## src/rtl/data_mem_bridge.sv

```systemverilog
// -----------------------------------------------------------------------------
// data_mem_bridge
//
// Load/store bridge between the core's byte-addressed memory port and a
// word-aligned 32-bit request/grant data bus with byte strobes.
//
// The core raises memory_en with a request (store_size, mem_addr,
// mem_write_data) and holds it until the bridge completes the access:
//   - loads  complete with a one-cycle mem_read_data_valid pulse, with
//            mem_read_data shifted so the addressed byte/half sits at bit 0;
//   - stores complete with a one-cycle mem_write_ready pulse.
// Misaligned stores are dropped without touching the bus, and accesses that
// stall on the bus for TIMEOUT_CYCLES are aborted. Both still complete
// (with misalign_err / timeout_err alongside the completion pulse) so the
// core can never hang on the bridge.
//
// Ports
//   CLK, resetn          clock (rising edge), asynchronous active-low reset
//   memory_en            core request, held until completion
//   store_size           00=SB, 01=SH, 10=SW, 11=load
//   mem_addr             byte address
//   mem_write_data       store data, right-justified
//   mem_read_data        lane-aligned load data (held until next load)
//   mem_read_data_valid  one-cycle load completion pulse
//   mem_write_ready      one-cycle store completion pulse
//   bus_req              bus request, held in ADDR until bus_gnt
//   bus_we               1=write, 0=read
//   bus_addr             word-aligned address
//   bus_wstrb            byte enables (0000 for reads)
//   bus_wdata            lane-replicated store data
//   bus_gnt              bus accepts the request this cycle
//   bus_rvalid           read data valid
//   bus_rdata            read data word
//   misalign_err         one-cycle pulse: misaligned store dropped
//   timeout_err          one-cycle pulse: access aborted by timeout
//
// Parameters
//   TIMEOUT_CYCLES  cycles allowed in ADDR+RDATA before abort (>= 2)
//   CNT_W           timeout counter width, must hold TIMEOUT_CYCLES
// -----------------------------------------------------------------------------
module data_mem_bridge #(
  parameter int TIMEOUT_CYCLES = 64,
  parameter int CNT_W          = 8
) (
  input  logic        CLK,
  input  logic        resetn,
  input  logic        memory_en,
  input  logic [1:0]  store_size,
  input  logic [31:0] mem_addr,
  input  logic [31:0] mem_write_data,
  output logic [31:0] mem_read_data,
  output logic        mem_read_data_valid,
  output logic        mem_write_ready,
  output logic        bus_req,
  output logic        bus_we,
  output logic [31:0] bus_addr,
  output logic [3:0]  bus_wstrb,
  output logic [31:0] bus_wdata,
  input  logic        bus_gnt,
  input  logic        bus_rvalid,
  input  logic [31:0] bus_rdata,
  output logic        misalign_err,
  output logic        timeout_err
);

  // ---------------------------------------------------------------------------
  // Encodings
  // ---------------------------------------------------------------------------
  localparam logic [1:0] SZ_B    = 2'b00;
  localparam logic [1:0] SZ_H    = 2'b01;
  localparam logic [1:0] SZ_W    = 2'b10;
  localparam logic [1:0] SZ_LOAD = 2'b11;

  // Last counter value allowed before the access is aborted.
  localparam logic [CNT_W-1:0] CNT_LAST = CNT_W'(TIMEOUT_CYCLES - 1);

  typedef enum logic [1:0] {
    IDLE  = 2'd0,
    ADDR  = 2'd1,
    RDATA = 2'd2,
    RESP  = 2'd3
  } state_t;

  state_t state_q, state_d;

  // ---------------------------------------------------------------------------
  // Request decode (combinational on the core's inputs; only used in IDLE)
  // ---------------------------------------------------------------------------
  logic        req_is_load;
  logic        req_misalign;
  logic [3:0]  req_wstrb;
  logic [31:0] req_wdata;

  assign req_is_load = (store_size == SZ_LOAD);

  // Loads carry no width, so only stores are alignment-checked; a byte store
  // can never be misaligned.
  assign req_misalign = ((store_size == SZ_H) && mem_addr[0]) ||
                        ((store_size == SZ_W) && (mem_addr[1:0] != 2'b00));

  // NOTE: every signal driven from always_comb gets a default first, so no
  // path through the case can leave it unassigned and infer a latch.
  always_comb begin
    req_wstrb = 4'b0000;
    req_wdata = 32'h0000_0000;
    case (store_size)
      SZ_B: begin
        req_wstrb = 4'b0001 << mem_addr[1:0];
        req_wdata = {4{mem_write_data[7:0]}};
      end
      SZ_H: begin
        // Half stores use the upper or lower half-word lane pair only.
        req_wstrb = 4'b0011 << {mem_addr[1], 1'b0};
        req_wdata = {2{mem_write_data[15:0]}};
      end
      SZ_W: begin
        req_wstrb = 4'b1111;
        req_wdata = mem_write_data;
      end
      default: begin
        // Loads: no strobes, no write data.
        req_wstrb = 4'b0000;
        req_wdata = 32'h0000_0000;
      end
    endcase
  end

  // ---------------------------------------------------------------------------
  // Captured request and datapath state
  // ---------------------------------------------------------------------------
  logic             is_load_q;   // type of the access in flight (selects pulse)
  logic [1:0]       offset_q;    // byte offset used to align load data
  logic [CNT_W-1:0] cnt_q;       // cycles spent in ADDR+RDATA
  logic             misalign_q;
  logic             timeout_q;

  logic             bus_we_q;
  logic [31:0]      bus_addr_q;
  logic [3:0]       bus_wstrb_q;
  logic [31:0]      bus_wdata_q;
  logic [31:0]      rd_data_q;

  // Control strobes from the FSM
  logic capture;       // accept the request presented in IDLE
  logic capture_bus;   // also latch bus-side fields (aligned accesses only)
  logic set_misalign;
  logic set_timeout;
  logic rdata_load;
  logic rdata_clr;
  logic cnt_clr;
  logic cnt_inc;
  logic timeout_hit;

  assign timeout_hit = (cnt_q >= CNT_LAST);

  // ---------------------------------------------------------------------------
  // FSM: next state and control strobes
  // ---------------------------------------------------------------------------
  always_comb begin
    state_d      = state_q;
    capture      = 1'b0;
    capture_bus  = 1'b0;
    set_misalign = 1'b0;
    set_timeout  = 1'b0;
    rdata_load   = 1'b0;
    rdata_clr    = 1'b0;
    cnt_clr      = 1'b0;
    cnt_inc      = 1'b0;

    case (state_q)
      IDLE: begin
        if (memory_en) begin
          capture = 1'b1;
          if (!req_is_load && req_misalign) begin
            // Dropped without any bus activity; completes next cycle.
            set_misalign = 1'b1;
            rdata_clr    = 1'b1;
            state_d      = RESP;
          end else begin
            capture_bus = 1'b1;
            cnt_clr     = 1'b1;
            state_d     = ADDR;
          end
        end
      end

      ADDR: begin
        cnt_inc = 1'b1;
        // Grant wins over a timeout landing on the same cycle. Any
        // bus_rvalid seen here belongs to someone else and is ignored.
        if (bus_gnt) begin
          state_d = bus_we_q ? RESP : RDATA;
        end else if (timeout_hit) begin
          set_timeout = 1'b1;
          rdata_clr   = 1'b1;
          state_d     = RESP;
        end
      end

      RDATA: begin
        cnt_inc = 1'b1;
        if (bus_rvalid) begin
          rdata_load = 1'b1;
          state_d    = RESP;
        end else if (timeout_hit) begin
          set_timeout = 1'b1;
          rdata_clr   = 1'b1;
          state_d     = RESP;
        end
      end

      RESP: begin
        // memory_en is deliberately not looked at here: the core only
        // advances on this edge, so sampling it now would re-issue the
        // access that is just completing.
        state_d = IDLE;
      end

      default: state_d = IDLE;
    endcase
  end

  // ---------------------------------------------------------------------------
  // State register
  // ---------------------------------------------------------------------------
  // NOTE: sequential state uses non-blocking assignments so every register
  // samples pre-edge values regardless of block ordering.
  always_ff @(posedge CLK or negedge resetn) begin
    if (!resetn) begin
      state_q <= IDLE;
    end else begin
      state_q <= state_d;
    end
  end

  // ---------------------------------------------------------------------------
  // Request capture
  // ---------------------------------------------------------------------------
  always_ff @(posedge CLK or negedge resetn) begin
    if (!resetn) begin
      is_load_q <= 1'b0;
      offset_q  <= 2'b00;
    end else if (capture) begin
      is_load_q <= req_is_load;
      offset_q  <= mem_addr[1:0];
    end
  end

  // Bus-side fields only move for accesses that actually go to the bus, so
  // a dropped misaligned store leaves the bus outputs untouched.
  always_ff @(posedge CLK or negedge resetn) begin
    if (!resetn) begin
      bus_we_q    <= 1'b0;
      bus_addr_q  <= 32'h0000_0000;
      bus_wstrb_q <= 4'b0000;
      bus_wdata_q <= 32'h0000_0000;
    end else if (capture_bus) begin
      bus_we_q    <= !req_is_load;
      bus_addr_q  <= {mem_addr[31:2], 2'b00};
      bus_wstrb_q <= req_wstrb;
      bus_wdata_q <= req_wdata;
    end
  end

  // ---------------------------------------------------------------------------
  // Timeout counter
  // ---------------------------------------------------------------------------
  always_ff @(posedge CLK or negedge resetn) begin
    if (!resetn) begin
      cnt_q <= '0;
    end else if (cnt_clr) begin
      cnt_q <= '0;
    end else if (cnt_inc) begin
      cnt_q <= cnt_q + 1'b1;
    end
  end

  // ---------------------------------------------------------------------------
  // Load data: aligned on capture, cleared by an aborted/dropped access,
  // otherwise held so the core can read it after the valid pulse.
  // ---------------------------------------------------------------------------
  always_ff @(posedge CLK or negedge resetn) begin
    if (!resetn) begin
      rd_data_q <= 32'h0000_0000;
    end else if (rdata_load) begin
      rd_data_q <= bus_rdata >> {offset_q, 3'b000};
    end else if (rdata_clr) begin
      rd_data_q <= 32'h0000_0000;
    end
  end

  // ---------------------------------------------------------------------------
  // Error pulses: registered on the transition into RESP, so they are high
  // for exactly the RESP cycle.
  // ---------------------------------------------------------------------------
  always_ff @(posedge CLK or negedge resetn) begin
    if (!resetn) begin
      misalign_q <= 1'b0;
      timeout_q  <= 1'b0;
    end else begin
      misalign_q <= set_misalign;
      timeout_q  <= set_timeout;
    end
  end

  // ---------------------------------------------------------------------------
  // Outputs
  // ---------------------------------------------------------------------------
  // bus_req and the completion pulses decode the state register directly, so
  // an asynchronous reset drops them in the same instant it is applied.
  assign bus_req             = (state_q == ADDR);
  assign bus_we              = bus_we_q;
  assign bus_addr            = bus_addr_q;
  assign bus_wstrb           = bus_wstrb_q;
  assign bus_wdata           = bus_wdata_q;

  assign mem_read_data       = rd_data_q;
  assign mem_read_data_valid = (state_q == RESP) &&  is_load_q;
  assign mem_write_ready     = (state_q == RESP) && !is_load_q;

  assign misalign_err        = misalign_q;
  assign timeout_err         = timeout_q;

endmodule

```

## config.mk

```make
export PLATFORM = sky130hd
export DESIGN_NAME = data_mem_bridge
export DESIGN_NICKNAME = d
export VERILOG_FILES = /design/src/rtl/data_mem_bridge.sv
export SDC_FILE = /design/constraint.sdc
export NUM_CORES = 1
export LEC_CHECK = 0
export CAP_MARGIN = 10
export CORE_MARGIN = 10
export CORE_UTILIZATION = 40
export DETAILED_ROUTE_END_ITERATION = 16
export PLACE_DENSITY = 0.78
export SLEW_MARGIN = 25
export SYNTH_ARGS = -nofsm -noshare
export SYNTH_HDL_FRONTEND = slang
export SYNTH_SLANG_ARGS = --single-unit
```

## constraint.sdc

```tcl
create_clock -name CLK -period 1.71 [get_ports CLK]
set_input_delay 0.342 -clock CLK [delete_from_list [all_inputs] [get_ports CLK]]
set_output_delay 0.342 -clock CLK [all_outputs]
set_load 0.1 [all_outputs]
```

==> reports/metrics.yaml <==
status: "finished with violations"
violations: "setup timing"
grt_pass1_vias: 5633
fill_cells: 799
layout_setup_ws_ps: -131
design.portCount: 209
regToRegSetupSlack_ps: -130
utilization: 0.762
cp-start-kind: "flop"
num_rows: 42
place.port_buffers: 206
core_area_mm2: 0.0132
required_ps: 1370
synth_area_mm2: 0.00536
timing.rr.start: "state_q[1]"
ant_nets: 0
ys_seq_area_frac: 0.532
synth_xor_area_frac: 0.0114
synth_edf_count: 0
clock_latency_ps: 420
fin_cells: 1007
drc: 0
die_area_mm2: 0.0184
cts_sinks: 114
drive_gt1_frac: 0.304
avgSynthCellArea_um2: 9.58
cp.arrival_ps: 1500
synth_top_family_by_area: "compound AO/OA/AOI/OAI gates"
crit_fanout: 3
synth_compound_area_frac: 0.181
fin_crit_ps: 1840
clockBufferDepth: 2
synth-async-reset-ratio: 1.00
synth_cell_type_count: 43
final_common_cell: "nand2_1"
hold_viol_final: 0
path_class: "reg -> out"
synth_ff_type: "dfrtp_1"
worst_pin_slew_ps: 579
synth-seq-cells: 114
vias: 5539
placed_area_mm2: 0.00906
numCtsBuffers: 17
synth.area.top_cells: "dfrtp_1 53%, nand2_1 11%, a21oi_1 3.5%, o211ai_1 3.4%, mux2i_1 3.2%"
placedCellCount: 958
die_y_um: 136
fin_skew_ps: 11.2
fin_nets: 927
r2r_cells: 9
synth_largest_area_cell: "dfrtp_1"
path_clk_slew_ps: 60
rsz0062_at_grt: "yes"
clockRootBuffer: "clkbuf_16"
end_kind: "primary output"
hp-class: "in -> async"
wl_per_cell_um: 21.9
grt_max_degree: 53
most-common-layout-cells: "152 x nand2_1, 113 x dfrtp_1, 112 x buf_12"
initial_core_util: 0.407
fin_area_mm2: 0.0100
slew_viol_final: 0
fmax_mhz: 543
track_usage: 0.214
drv_cap: 0
grt_first_pass_wirelength_mm: 30.9
drt-vias-per-instance: 5.50
drt-pass1-iter-count: 7
area_growth_pct: 87.3
slew_headroom: 0.613
reg2reg_to: "mem_read_data[27]"
muxShareOfSynthArea: 0.0485
antenna_found_initial: 0
netlist.area_leader.share: 0.532
place_hpwl_mm: 14.9
setup_viol: 28
ys_warn_count: 0
routed_wirelength_mm: 22.0
netlist_instances: 560
post-route-period-util: 1.08
first_iter_violations: 499
place_congestion: 0.954
grt_overflow: 0
synthAdderAreaFrac: 0.0163
dieWidth_um: 136
yosys.area_share.simple: 0.172
cts_tree: "done"
htree_levels: 4
[flip-flops by register name, summed over array words and instances (netlist names)]
signal,flops
mem_read_data,32
bus_we,1
misalign_err,1
state_q,2
cnt_q,8
offset_q,2
timeout_err,1
is_load_q,1
bus_wdata,32
bus_wstrb,4
bus_addr,30
[worst max path at each step]
| stage | to | cells after the start | start |
|---|---|---|---|
| 2_1_floorplan | mem_read_data[30] | 7 | state_q[1] |
| 3_3_place_gp | mem_read_data[11] | 6 | store_size[1] |
| 3_5_place_dp | mem_read_data[13] | 6 | store_size[1] |
| 4_1_cts | bus_req | 5 | state_q[1] |
| 5_1_grt | bus_req | 5 | state_q[1] |
| 6_report | bus_req | 5 | state_q[1] |
[cell usage after synthesis, types with 10 or more instances]
cell / instances
dfrtp_1: 114
o211ai_1: 24
o21ai_0: 24
buf_2: 18
a21oi_1: 38
o21a_1: 17
nand2_1: 153
mux2i_1: 17
nor2b_1: 13
nor3_1: 10
clkbuf_1: 14
nor2_1: 27
[layer usage]
layer | vias to the layer above | wire length [µm] | track usage
met1 | 2685 | 8180 | 0.238
met3 | 63 | 2120 | 0.0864
met2 | 335 | 11100 | 0.355
li1 | 2456 | - | -
met5 | - | 0 | 0
met4 | 0 | 682 | 0.0897
[worst max-delay path, stage by stage (launching register included)]
cell and delay, ps:
dfrtp_1 420, inv_2 120, buf_6 110, ha_4 160, buf_6 100, buf_12 160
[final cells by class]
type | count | area [µm²] | area share
Timing Repair Buffer | 275 | 3830 | 0.381
Sequential cell | 114 | 2850 | 0.284
Multi-Input combinational cell | 406 | 2590 | 0.258
Clock buffer | 27 | 483 | 0.0481
Tap cell | 176 | 220 | 0.0219
Clock inverter | 5 | 52.6 | 0.00523
Inverter | 3 | 13.8 | 0.00137
Antenna cell | 1 | 2.50 | 0.000249
[per-stage QoR]
| stage | worst slack [ps] | TNS (ps) | hold WS [ps] |
|---|---|---|---|
| floorplan | -95.4 | -1310 | 46.4 |
| global placement | -528 | -46850 | 298 |
| detailed placement | -614 | -54400 | 294 |
| CTS | -106 | -4880 | 411 |
| global route | -148 | -3440 | 454 |
| finish | -131 | -2490 | 408 |
[cell families (layout without fill, tap and decap cells)]
logic type / Yosys count / count (layout)
AOI/OAI and AO/OA: 142 / 144
DFF: 114 / 114
adders and majority gates: 7 / 7
other: 1 / 3
and+or+nand+nor: 221 / 221
muxes: 25 / 25
xor gates and xnor gates: 7 / 7
buffers and inverters: 43 / 310
[repair_timing]
| item | 4_1_cts | 5_1_grt |
|---|---|---|
| endpoints found under the setup margin | 111 | 112 |
| hold buffers | 1 | 0 |
| resized for setup | 15 | 37 |
| buffers inserted | 3 | 5 |
| pin swaps | 5 | 10 |
| cloned | 0 | 8 |
| endpoints found under the hold margin | 26 | 0 |
Power is left out: the tool's default activity adds up to more than one toggle a clock period on the data nets, which glitch-free logic cannot reach.
